**config.mk**
```make
export PLATFORM = sky130hd
export DESIGN_NAME = bsg_wormhole_router_adapter_out_mc
export DESIGN_NICKNAME = d
export VERILOG_FILES = /design/src/rtl/bsg_wormhole_adapter_pkg.sv /design/src/rtl/bsg_arb_round_robin.sv /design/src/rtl/bsg_wormhole_router_adapter_out_mc.sv
export SDC_FILE = /design/constraint.sdc
export NUM_CORES = 1
export LEC_CHECK = 0
export ABC_CLOCK_PERIOD_IN_PS = 2960
export CAP_MARGIN = 20
export CORE_UTILIZATION = 49
export CTS_CLUSTER_SIZE = 40
export DETAILED_ROUTE_END_ITERATION = 12
export PLACE_DENSITY = 0.81
export REMOVE_ABC_BUFFERS = 1
export SYNTH_ARGS = -nofsm -noshare
export SYNTH_HDL_FRONTEND = slang
export SYNTH_SLANG_ARGS = --single-unit
```
**constraint.sdc**
```tcl
create_clock -name clk_i -period 2.96 [get_ports clk_i]
set_clock_uncertainty 0.2 [all_clocks]
set_input_delay 0.444 -clock clk_i [delete_from_list [all_inputs] [get_ports clk_i]]
set_output_delay 0.444 -clock clk_i [all_outputs]
set_load 0.01 [all_outputs]
```
**src/rtl/bsg_wormhole_adapter_pkg.sv**
```systemverilog
// Shared types and sizing helpers for the multi-channel wormhole egress adapter.
package bsg_wormhole_adapter_pkg;

    typedef enum logic [2:0] {
        StIdle,
        StHdr,
        StBody,
        StDrop,
        StFull
    } adapter_state_e;

    // Number of link flits needed to carry a full packet.
    function automatic int unsigned max_flits(input int unsigned packet_width,
                                              input int unsigned flit_width);
        return (packet_width + flit_width - 1) / flit_width;
    endfunction

    // Channel index width; a single channel still gets a 1-bit (always zero) index.
    function automatic int unsigned chan_width(input int unsigned num_chan);
        return (num_chan > 1) ? $clog2(num_chan) : 1;
    endfunction

endpackage

```
**src/rtl/bsg_arb_round_robin.sv**
```systemverilog
// Round-robin arbiter: the pointer names the highest-priority requester and
// moves to one past the winner whenever a grant is accepted.
module bsg_arb_round_robin #(
    parameter int unsigned width_p     = 2,
    parameter int unsigned idx_width_p = 1
) (
    input  logic                   clk_i,
    input  logic                   reset_i,
    input  logic [width_p-1:0]     reqs_i,
    output logic [idx_width_p-1:0] grant_idx_o,
    output logic                   grant_v_o,
    input  logic                   yumi_i
);

    logic [idx_width_p-1:0] ptr_q, ptr_d;

    always_comb begin
        int unsigned idx;
        idx         = 0;
        grant_v_o   = 1'b0;
        grant_idx_o = '0;
        for (int unsigned k = 0; k < width_p; k++) begin
            idx = 32'(ptr_q) + k;
            if (idx >= width_p) begin
                idx = idx - width_p;
            end
            if (!grant_v_o && reqs_i[idx]) begin
                grant_v_o   = 1'b1;
                grant_idx_o = idx_width_p'(idx);
            end
        end
    end

    always_comb begin
        int unsigned nxt;
        nxt = 32'(grant_idx_o) + 1;
        if (nxt >= width_p) begin
            nxt = 0;
        end
        ptr_d = (yumi_i && grant_v_o) ? idx_width_p'(nxt) : ptr_q;
    end

    always_ff @(posedge clk_i or posedge reset_i) begin
        if (reset_i) begin
            ptr_q <= '0;
        end else begin
            ptr_q <= ptr_d;
        end
    end

endmodule

```
**src/rtl/bsg_wormhole_router_adapter_out_mc.sv**
```systemverilog
// Multi-channel wormhole deserializer: arbitrates whole packets from several links,
// reassembles them into one wide register and drops packets whose header is oversize.
module bsg_wormhole_router_adapter_out_mc
    import bsg_wormhole_adapter_pkg::*;
#(
    parameter int unsigned max_payload_width_p = 40,
    parameter int unsigned len_width_p         = 4,
    parameter int unsigned cord_width_p        = 4,
    parameter int unsigned flit_width_p        = 16,
    parameter int unsigned num_in_p            = 2,
    parameter int unsigned drop_cnt_width_p    = 8
) (
    input  logic                                                   clk_i,
    input  logic                                                   reset_i,
    input  logic [num_in_p-1:0]                                    link_v_i,
    input  logic [num_in_p*flit_width_p-1:0]                       link_data_i,
    output logic [num_in_p-1:0]                                    link_ready_and_o,
    output logic [cord_width_p+len_width_p+max_payload_width_p-1:0] packet_o,
    output logic [chan_width(num_in_p)-1:0]                        packet_chan_o,
    output logic                                                   packet_v_o,
    input  logic                                                   packet_yumi_i,
    output logic                                                   err_v_o,
    output logic [chan_width(num_in_p)-1:0]                        err_chan_o,
    output logic [drop_cnt_width_p-1:0]                            drop_cnt_o
);

    localparam int unsigned PacketW  = cord_width_p + len_width_p + max_payload_width_p;
    localparam int unsigned MaxFlits = max_flits(PacketW, flit_width_p);
    localparam int unsigned ChanW    = chan_width(num_in_p);
    localparam int unsigned SlotW    = MaxFlits * flit_width_p;

    adapter_state_e state_q, state_d;

    logic [ChanW-1:0]            chan_q;
    logic [len_width_p-1:0]      len_q;
    // Next slot index while in BODY, flits still to discard while in DROP.
    logic [len_width_p-1:0]      cnt_q;
    logic                        err_q;
    logic [ChanW-1:0]            err_chan_q;
    logic [drop_cnt_width_p-1:0] drop_cnt_q;

    logic [flit_width_p-1:0]     slot_q [MaxFlits];
    logic [MaxFlits-1:0]         slot_we;
    logic                        slot_clr;
    logic [SlotW-1:0]            slots_flat;

    logic                        in_link;
    logic                        v_sel;
    logic                        xfer;
    logic [flit_width_p-1:0]     flit_sel;
    logic [len_width_p-1:0]      hdr_len;
    logic                        oversize;

    logic [ChanW-1:0]            grant_idx;
    logic                        grant_v;
    logic                        arb_yumi;

    bsg_arb_round_robin #(
        .width_p     (num_in_p),
        .idx_width_p (ChanW)
    ) u_arb (
        .clk_i       (clk_i),
        .reset_i     (reset_i),
        .reqs_i      (link_v_i),
        .grant_idx_o (grant_idx),
        .grant_v_o   (grant_v),
        .yumi_i      (arb_yumi)
    );

    assign in_link  = (state_q == StHdr) || (state_q == StBody) || (state_q == StDrop);
    assign flit_sel = link_data_i[32'(chan_q)*flit_width_p +: flit_width_p];
    assign v_sel    = link_v_i[chan_q];
    assign xfer     = in_link && v_sel;
    assign hdr_len  = flit_sel[cord_width_p +: len_width_p];
    assign oversize = 32'(hdr_len) > (MaxFlits - 1);

    // State register
    always_ff @(posedge clk_i or posedge reset_i) begin
        if (reset_i) begin
            state_q <= StIdle;
        end else begin
            state_q <= state_d;
        end
    end

    // Next-state logic
    always_comb begin
        state_d = state_q;
        unique case (state_q)
            StIdle: begin
                if (grant_v) begin
                    state_d = StHdr;
                end
            end
            StHdr: begin
                if (xfer) begin
                    if (oversize) begin
                        state_d = StDrop;
                    end else if (hdr_len == '0) begin
                        state_d = StFull;
                    end else begin
                        state_d = StBody;
                    end
                end
            end
            StBody: begin
                if (xfer && (cnt_q == len_q)) begin
                    state_d = StFull;
                end
            end
            StDrop: begin
                if (xfer && (cnt_q == len_width_p'(1))) begin
                    state_d = StIdle;
                end
            end
            StFull: begin
                if (packet_yumi_i) begin
                    state_d = StIdle;
                end
            end
            default: state_d = StIdle;
        endcase
    end

    // Output logic
    always_comb begin
        link_ready_and_o = '0;
        for (int unsigned c = 0; c < num_in_p; c++) begin
            link_ready_and_o[c] = in_link && (32'(chan_q) == c);
        end
        packet_v_o = (state_q == StFull);
        arb_yumi   = (state_q == StIdle) && grant_v;
        slot_clr   = arb_yumi;
        for (int unsigned i = 0; i < MaxFlits; i++) begin
            slot_we[i] = xfer && (((state_q == StHdr) && (i == 0))
                               || ((state_q == StBody) && (32'(cnt_q) == i)));
        end
    end

    always_ff @(posedge clk_i or posedge reset_i) begin
        if (reset_i) begin
            chan_q     <= '0;
            len_q      <= '0;
            cnt_q      <= '0;
            err_q      <= 1'b0;
            err_chan_q <= '0;
            drop_cnt_q <= '0;
        end else begin
            err_q <= 1'b0;
            if (arb_yumi) begin
                chan_q <= grant_idx;
            end
            if ((state_q == StHdr) && xfer) begin
                len_q <= hdr_len;
                if (oversize) begin
                    cnt_q      <= hdr_len;
                    err_q      <= 1'b1;
                    err_chan_q <= chan_q;
                    if (drop_cnt_q != '1) begin
                        drop_cnt_q <= drop_cnt_q + drop_cnt_width_p'(1);
                    end
                end else begin
                    cnt_q <= len_width_p'(1);
                end
            end
            if ((state_q == StBody) && xfer) begin
                cnt_q <= cnt_q + len_width_p'(1);
            end
            if ((state_q == StDrop) && xfer) begin
                cnt_q <= cnt_q - len_width_p'(1);
            end
        end
    end

    // Slots are zeroed on every new grant so short packets leave high slots at zero.
    always_ff @(posedge clk_i or posedge reset_i) begin
        if (reset_i) begin
            for (int unsigned i = 0; i < MaxFlits; i++) begin
                slot_q[i] <= '0;
            end
        end else begin
            for (int unsigned i = 0; i < MaxFlits; i++) begin
                if (slot_clr) begin
                    slot_q[i] <= '0;
                end else if (slot_we[i]) begin
                    slot_q[i] <= flit_sel;
                end
            end
        end
    end

    always_comb begin
        slots_flat = '0;
        for (int unsigned i = 0; i < MaxFlits; i++) begin
            slots_flat[i*flit_width_p +: flit_width_p] = slot_q[i];
        end
    end

    assign packet_o      = slots_flat[PacketW-1:0];
    assign packet_chan_o = chan_q;
    assign err_v_o       = err_q;
    assign err_chan_o    = err_chan_q;
    assign drop_cnt_o    = drop_cnt_q;

    yumi_only_when_full: assert property (
        @(posedge clk_i) disable iff (reset_i) packet_yumi_i |-> (state_q == StFull)
    );

endmodule

```
==> summary.txt, run 1 <==
STA
  – Final setup vio count: 0
  – Final Hold Fails: 0
  – Fin crit period: 2.69 ns
  – Highest Clock Rate: 0.372 GHz
  – Worst hold margin: 0.288 ns
  – Tcrit/Tclk final: 90.9%
  – Max Slew Vio Count: 0
  – Worst Max-Slew Pin Slew: 0.635 ns
  – RSZ-0062 raised after global routing: no
  – Max_slew headroom: 56.5%

Global routing
  – Gr usage total: 24.3%
  – Initial antenna violation count: 0
  – Largest net degree at the start of global routing: 72
  – Number of global-route vias before repair: 2941
  – First-pass GRT wire length: 14.3 mm
  – Gr ovfl total: 0

Final layout
  – FF/Latch Area: 1780 µm²
  – Finished Layout Cells: 533
  – Area Overhead vs Synth: 35.3%
  – Diode count: 0
  – # nets final: 472
  – Share of cells above drive strength 1: 16.6%
  – Filler cells: 556
  – Multi-input gate area: 1740 µm²

Power and ir drop
  – Switching Fraction: 36.7%
  – Logic pwr share: 46.5%
  – Clock share of power: 18.7%
  – Net switching power: 1690 µW
  – Internal power: 2910 µW
  – Cell area power density: 920 nW/µm²
  – Worst ir drop on vdd: 0.445 mV
  – Sequential share of power: 34.8%
  – Leakage power: 0.00209 µW

Synthesis
  – Netlist Area Pre-Place: 3690 µm²
  – Avg Inst Size Synth: 11.1 µm²
  – Number of flops mapped to enable cells by yosys: 0
  – Post-synth ARST share: 100%
  – Count leader, synth: dfrtp_1
  – Register bit count reported by yosys: 71
  – Most frequent cells after synthesis: 71 x dfrtp_1, 47 x nor2_1, 19 x a211oi_1
  – Post-synth top area cell: dfrtp_1
  – Ys flop type: dfrtp_1
  – Area share of the largest cell type after synthesis: 48.1%
  – Area contributors post-synth: dfrtp_1 48%, nor2_1 4.8%, a211oi_2 4.7%, mux2i_1 4.3%, a211oi_1 3.9%
  – Unique cell type count in the Yosys netlist: 51
  – YS warnings: 0
  – Register area share after synthesis: 48.1%
  – Gate Count Post-Synth: 332

Worst setup path
  – Worst reg2reg path depth: 5
  – R2R setup slack: 0.64 ns
  – Crit-path cells: buf_4 > nor3_1 > clkdlybuf4s50_1
  – Kind of start point of the critical path: register
  – Crit path kind: reg2out
  – Slowest-stage cell, CP: dfrtp_1
  – CP max stage delay: 0.60 ns
  – Crit path capture type: output pin
  – Reg2reg start: packet_chan_o
  – Buf+Inv Stages, Crit Path: 2
  – Crit Path Max Fanout: 13
  – WP data arrival: 2.05 ns
  – CP required: 2.32 ns
  – FF-to-FF End: drop_cnt_o[2]
  – Delay-heaviest family, CP: buffers and inverters

Worst hold path
  – HP Class: in2async

Route
  – Detailed Route WL: 8.84 mm
  – Residual DRC count: 0
  – Routed vias: 2919
  – Antenna Nets Post-Route: 0
  – DRT iter0 DRCs: 163
  – Vias per cell: 5.48
  – 1st-pass router iterations: 4
  – Wire length per cell: 16.6 µm

Clock tree
  – Num CTS Buffers: 9
  – Hold_buf cts: 0
  – Clk buf depth: 2
  – Worst-Skew Late Latency: 0.34 ns
  – Root Buffer Master: clkbuf_8
  – Total setup buffers inserted after CTS: 0
  – H-tree Lvls: 3
  – Post-cts resize count: 0
  – CTS tree: built
  – Clock sink count: 71
  – Clk pin slew, worst setup/hold paths: 0.08 ns

Floorplan
  – Die width: 88.8 µm
  – Rows: 31
  – Initial Util: 50.9%
  – Io pins: 99
  – Die height: 88.8 µm
  – Core area: 7250 µm²
  – Die ar.: 7890 µm²

Place
  – PortBufs: 98
  – Post-DP HPWL: 5.90 mm
  – Inst Count DP: 517
  – Gpl congestion: 0.809

Run status
  – Run status: completed

Run
  – Max Cap Violations: 0
## registers in the layout, summed over array words and instances, names as in the netlist, 3 cells and up
| signal | flops |
|---|---|
| state_q | 3 |
| drop_cnt_o | 8 |
| packet_o | 48 |
| len_q | 4 |
| cnt_q | 4 |
## worst min-delay path: cells and delay by family
| family | cells | cell delay [ns] |
|---|---|---|
| buf+inv | 3 | 0.80 |
## kinds of logic after synthesis
logic type / Yosys count / synth area share (%)
muxes: 36 / 10.7
buffers and inverters: 30 / 4.74
DFF: 71 / 48.1
xor gates and xnor gates: 12 / 2.85
adders and majority gates: 6 / 2.03
AOI/OAI and AO/OA: 65 / 14.6
and+or+nand+nor: 112 / 17.0
## layout make-up
| cell class | instances | area share [%] |
|---|---|---|
| multi-input cells | 231 | 34.9 |
| clock buffers | 11 | 2.83 |
| clock inverters | 5 | 1.63 |
| inverters | 6 | 0.451 |
| well taps | 99 | 2.48 |
| repair buffers | 110 | 22.2 |
| flip-flops and latches | 71 | 35.6 |
## power groups by stage
stage,logic (µW),clock network (µW),registers (µW)
after global routing,2310,919,1640
after floorplan,1070,0,1720
after detailed placement,2130,0,1600
final,2140,858,1600
after global placement,2070,0,1590
after CTS,2150,870,1600
## worst max path at each step
| stage | startpoint | to | slack [ns] | cells past startpoint |
|---|---|---|---|---|
| after floorplan | state_q[0] | packet_o[10] | -0.45 | 3 |
| after global placement | link_data_i[22] | drop_cnt_o[2] | 0.58 | 6 |
| after detailed placement | link_v_i[0] | packet_o[8] | 0.53 | 5 |
| after CTS | packet_chan_o | link_ready_and_o[0] | 0.25 | 3 |
| after global routing | packet_chan_o | link_ready_and_o[0] | 0.20 | 3 |
| final | packet_chan_o | link_ready_and_o[0] | 0.27 | 3 |
## through the flow
step	TNS [ns]	worst slack (ns)	total power, µW	utilization, %	instance area, µm²
detailed placement	0	0.530	3740	65.8	4770
floorplan	-11.86	-0.454	2790	-	3540
finish	0	0.270	4600	68.9	5000
global placement	0	0.585	3670	65.8	4770
CTS	0	0.247	4620	68.9	5000
global route	0	0.195	4870	68.9	5000
## cell usage in the layout (no fill, tap or decap), drive strengths merged, types with 2 or more instances in the layout
cell type      Yosys  final
nor2              57     57
xnor2              4      4
inv                6      6
nand2             12     12
and3               2      2
clkdlybuf4s50      0     98
nor4               5      5
nor3               8      8
nand2b             3      3
mux2i             18     18
nor3b              4      4
buf               15     12
bufinv             0      2
a21o               3      3
clkbuf             9     11
dfrtp             71     71
a211oi            33     33
nor2b              3      3
o31ai              3      3
mux2              18     18
clkinv             0      2
o21ai             11     11
a211o              2      2
a21oi              3      3
ha                 6      6
nand3              8      8
o211ai             2      2
xor2               8      8
nand4              4      4
## layer usage
metal | routed length (µm) | GRT usage (%) | up-vias
met4 | 124 | 9.97 | 0
met1 | 3590 | 29.6 | 1425
met3 | 694 | 8.49 | 10
li1 | - | - | 1376
met5 | 0 | 0 | -
met2 | 4440 | 39.6 | 108
Note: power is estimated with default switching activity, not from simulation.
==> inputs of run 2 (changes only) <==
Settings changed: CORE_UTILIZATION 49 to 40, PLACE_DENSITY 0.81 to 0.68, TNS_END_PERCENT from default to 1.
==> run 2 against run 1 <==
Effect of this change:
- via count decreased by 1.1%
- worst setup slack improved by 0.091 ns
- clock-buffer cell count decreased by 2
- the flow now finishes with violations (DRC)
- non-clock buffer count increased by 3
- critical path type unchanged
- sequential share of layout area decreased by 0.23 points
==> summary.txt, run 2 (synthesis results as in run 1) <==
Floorplan
  – Rows: 34
  – Die ar.: 9620 µm²
  – Die height: 98.1 µm
  – Initial Util: 41.7%
  – Die width: 98.1 µm
  – Io pins: 99
  – Core area: 8850 µm²

Power and ir drop
  – Leakage power: 0.00210 µW
  – Worst ir drop on vdd: 0.402 mV
  – Cell area power density: 914 nW/µm²

Global routing
  – Gr ovfl total: 0
  – Gr usage total: 20.0%
  – Initial antenna violation count: 0
  – Number of global-route vias before repair: 3030
  – First-pass GRT wire length: 15.2 mm
  – Largest net degree at the start of global routing: 45

Worst setup path
  – Crit path capture type: output pin
  – CP max stage delay: 0.60 ns
  – Kind of start point of the critical path: register
  – R2R setup slack: 0.54 ns
  – WP depth: 3
  – Crit Path Max Fanout: 8
  – Slowest-stage cell, CP: clkdlybuf4s50_1
  – Delay-heaviest family, CP: buffers and inverters
  – CP required: 2.32 ns
  – WP data arrival: 1.96 ns
  – Crit path kind: reg2out
  – Worst reg2reg path depth: 6
  – Buf+Inv Stages, Crit Path: 2
  – Crit-path cells: buf_4 > nor3_1 > clkdlybuf4s50_1

Final layout
  – Filler cells: 766
  – Share of cells above drive strength 1: 17.4%
  – Leading cell type in the layout, fill and taps excluded: clkdlybuf4s50_1
  – Highest-count cells in the layout ignoring fill and taps: 98 x clkdlybuf4s50_1, 71 x dfrtp_1, 47 x nor2_1
  – Area Overhead vs Synth: 36.1%
  – Max FFs per register: 48
  – Finished Core Util: 56.8%
  – FF/Latch Area: 1780 µm²
  – Multi-input gate area: 1740 µm²
  – # nets final: 475
  – Diode count: 0
  – Finished Layout Cells: 545

Route
  – 1st-pass router iterations: 8
  – DRT iter0 DRCs: 116
  – Metal2 WL: 4.23 mm
  – Detailed Route WL: 9.02 mm
  – Antenna Nets Post-Route: 0
  – M1 WL: 4.02 mm
  – Wire length per cell: 16.5 µm
  – DR WL met3: 677 µm
  – Routed vias: 2886
  – Vias per cell: 5.30
  – Uppermost routed layer: met4
  – Residual DRC count: 1

Place
  – Post-DP HPWL: 6.26 mm
  – Post-Place Setup Slack: 0.488 ns
  – Inst Count DP: 529
  – PortBufs: 98
  – Gpl congestion: 0.863

STA
  – Highest Clock Rate: 0.385 GHz
  – Worst setup margin: 0.360 ns
  – Final setup vio count: 0
  – Max Slew Vio Count: 0
  – Final Hold Fails: 0
  – Max_slew headroom: 60.7%
  – Fin crit period: 2.60 ns
  – RSZ-0062 raised after global routing: no
  – Tcrit/Tclk final: 87.8%
  – Worst Max-Slew Pin Slew: 0.579 ns

Run status
  – Failing checks: DRC
  – Run status: complete, but fails checks

Clock tree
  – Total setup buffers inserted after CTS: 0
  – Worst-Skew Late Latency: 0.35 ns
  – CTS tree: built
  – Root Buffer Master: clkbuf_8
  – Clock sink count: 71
  – H-tree Lvls: 3
  – Post-cts resize count: 0
  – Num CTS Buffers: 9
  – Hold_buf cts: 0
  – Clk pin slew, worst setup/hold paths: 0.08 ns
  – Clk buf depth: 2

Run
  – Max Cap Violations: 0

Worst hold path
  – HP Class: in2async
[run 2: layer usage]
layer / track usage [%] / up-vias
li1: - / 1388
met1: 25.5 / 1410
met2: 31.5 / 82
met3: 7.59 / 6
met4: 6.41 / 0
met5: 0 / -
[run 2: through the flow]
stage	hold slack, ns	cell area [µm²]	TNS, ns	power, µW
floorplan	0.256	3540	-11.86	2790
global placement	0.268	4810	0	3710
detailed placement	0.274	4810	0	3760
CTS	0.268	5030	0	4640
global route	0.315	5030	0	4900
finish	0.248	5030	0	4600
[run 2: worst register-to-register path, stage by stage (launching register included)]
cell and delay (ns):
dfrtp_1 0.61, buf_4 0.27, nor3b_1 0.39, o22a_1 0.38
buf_4 0.22, nor3_1 0.07, xor2_1 0.16
[run 2: power by group]
| part | switching (µW) | total, µW | internal (µW) |
|---|---|---|---|
| sequential | 286 | 1570 | 1290 |
| clock | 385 | 860 | 475 |
| combinational | 1040 | 2170 | 1130 |
[run 2: path summary, 6_finish.rpt]
| kind | startpoint | to |
|---|---|---|
| max | packet_chan_o | link_ready_and_o[0] |
| min | reset_i | packet_o[16] |
| max reg2reg | packet_chan_o | drop_cnt_o[4] |
| min reg2reg | packet_o[4] | packet_o[4] |
| max in group asynchronous | reset_i | packet_o[1] |
| min in group clk_i | packet_o[4] | packet_o[4] |
[run 2: final cells by class]
| cell class | count | share of cell area, % |
|---|---|---|
| inverters | 6 | 0.448 |
| clock inverters | 7 | 1.94 |
| clock buffers | 9 | 2.46 |
| repair buffers | 113 | 22.5 |
| flip-flops and latches | 71 | 35.3 |
| multi-input cells | 231 | 34.6 |
| well taps | 108 | 2.69 |
==> inputs of run 3 (changes only) <==
Settings changed: ABC_CLOCK_PERIOD_IN_PS 2960 to 2300, PLACE_DENSITY 0.68 to 0.71.
Clock period 2.96 ns to 2.3 ns, I/O delays scaled along.
==> run 3 against run 2 <==
Effect of this change:
- flip-flop and latch count unchanged
- critical path type unchanged
- design area is 2.6% higher
- global-route usage decreased by 0.71 points
- the run still ends with DRC left
- power up 27%
==> summary.txt, run 3 (synthesis results as in run 1) <==
Floorplan
  – Io pins: 99
  – Die height: 98.1 µm
  – Rows: 34
  – Core area: 8850 µm²
  – Initial Util: 41.7%
  – Die width: 98.1 µm
  – Die ar.: 9620 µm²

Clock tree
  – Clock sink count: 71
  – CTS tree: built
  – Clk buf depth: 2
  – Total setup buffers inserted after CTS: 0
  – H-tree Lvls: 3
  – Clk pin slew, worst setup/hold paths: 0.08 ns
  – Num CTS Buffers: 9
  – Root Buffer Master: clkbuf_8
  – Worst-Skew Late Latency: 0.34 ns
  – Hold_buf cts: 0

STA
  – Max Slew Vio Count: 0
  – Fin crit period: 2.22 ns
  – Tcrit/Tclk final: 96.5%
  – Final setup vio count: 0
  – Worst setup margin: 0.0813 ns
  – Highest Clock Rate: 0.451 GHz
  – Worst hold margin: 0.125 ns
  – Final Hold Fails: 0
  – RSZ-0062 raised after global routing: no
  – Max_slew headroom: 69.7%
  – Worst Max-Slew Pin Slew: 0.451 ns

Final layout
  – Share of cells above drive strength 1: 20.2%
  – Highest-count cells in the layout ignoring fill and taps: 97 x clkdlybuf4s50_1, 69 x dfrtp_1, 46 x nor2_1
  – Max FFs per register: 48
  – Leading cell type in the layout, fill and taps excluded: clkdlybuf4s50_1
  – Finished Layout Cells: 559
  – # nets final: 490
  – Cell area after layout: 5160 µm²
  – Area Overhead vs Synth: 39.7%
  – Diode count: 0

Global routing
  – Gr usage total: 19.3%
  – Initial antenna violation count: 0
  – First-pass GRT wire length: 14.7 mm
  – Largest net degree at the start of global routing: 27
  – Gr ovfl total: 0
  – Number of global-route vias before repair: 2909

Place
  – Gpl congestion: 0.815
  – Post-DP HPWL: 6.50 mm
  – PortBufs: 98
  – Post-DP Area: 4970 µm²
  – Post-Place Setup Slack: -0.0456 ns
  – Inst Count DP: 544

Worst setup path
  – Delay-heaviest family, CP: buffers and inverters
  – Reg2reg start: state_q[0]
  – WP data arrival: 1.67 ns
  – Slowest-stage cell, CP: clkdlybuf4s50_1
  – Buf+Inv Stages, Crit Path: 3
  – CP required: 1.75 ns
  – Worst reg2reg path depth: 6
  – Crit path capture type: output pin
  – Kind of start point of the critical path: register
  – Crit path kind: reg2out
  – Crit-path cells: buf_8 > buf_6 > clkdlybuf4s50_1
  – Crit Path Max Fanout: 13
  – FF-to-FF End: packet_o[35]
  – CP max stage delay: 0.56 ns
  – R2R setup slack: 0.16 ns

Power and ir drop
  – Cell area power density: 1130 nW/µm²
  – Switching Fraction: 37.4%
  – Clock share of power: 14.7%
  – Worst ir drop on vdd: 0.533 mV
  – Net switching power: 2180 µW
  – Total chip power: 5820 µW
  – Logic pwr share: 50.7%
  – Internal power: 3640 µW
  – Leakage power: 0.00218 µW
  – Sequential share of power: 34.6%

Route
  – DRT iter0 DRCs: 115
  – Detailed Route WL: 8.97 mm
  – Wire length per cell: 16.0 µm
  – Routed vias: 2967
  – Residual DRC count: 2
  – Antenna Nets Post-Route: 0
  – Vias per cell: 5.31
  – 1st-pass router iterations: 9

Run status
  – Run status: complete, but fails checks
  – Failing checks: DRC

Worst hold path
  – HP Class: in2async

Run
  – Max Cap Violations: 0
run 3: worst max-delay path by stage:
stage | from | endpoint | slack, ns | cells past startpoint
final | packet_chan_o | packet_chan_o | 0.08 | 3
after global routing | state_q[1] | packet_v_o | 0.008 | 4
after CTS | state_q[1] | packet_v_o | 0.03 | 4
after detailed placement | link_v_i[0] | packet_o[7] | -0.05 | 7
after global placement | link_v_i[0] | packet_o[4] | 0.02 | 5
after floorplan | state_q[0] | packet_o[10] | -1.11 | 3
run 3: final cells by class:
class | count | area [µm²]
Tap cell | 108 | 135
Fill cell | 777 | 3690
Inverter | 6 | 22.5
Clock buffer | 12 | 145
Clock inverter | 3 | 20.0
Timing Repair Buffer | 128 | 1310
Multi-Input combinational cell | 231 | 1750
Sequential cell | 71 | 1780
run 3: power groups by stage:
stage | Sequential (µW) | Combinational, µW | Clock (µW)
after floorplan | 2220 | 1370 | 0
after global placement | 2010 | 2860 | 0
after detailed placement | 2010 | 2940 | 0
after CTS | 2010 | 2970 | 879
after global routing | 2070 | 3200 | 936
final | 2010 | 2950 | 857
run 3: layer usage:
layer  up-vias  share of wire [%]  global-route usage (%)  wire length, µm
li1       1414                  -                       -                -
met1      1442                 45                    25.5             4040
met2       101                 47                    30.7             4210
met3        10                6.6                    5.73              593
met4         0                1.4                    5.71              125
met5         -                  0                       0                0
run 3: through the flow:
step                utilization, %  setup TNS [ns]
global placement              56.2               0
finish                        58.3               0
CTS                           58.2               0
detailed placement            56.2          -0.283
global route                  58.3               0
floorplan                        -          -44.81
run 3: what timing repair did:
item,in CTS,in global routing
endpoints found under the hold margin,0,0
setup endpoints to repair,3,2
cloned,0,0
resized for setup,5,3
run 3: worst reg2reg max path, stage by stage (launching register included):
cell	delay (ns)
dfrtp_1	0.47
buf_4	0.24
nor3b_2	0.26
and4_1	0.39
buf_12	0.19
nor2_1	0.07
a211oi_1	0.22
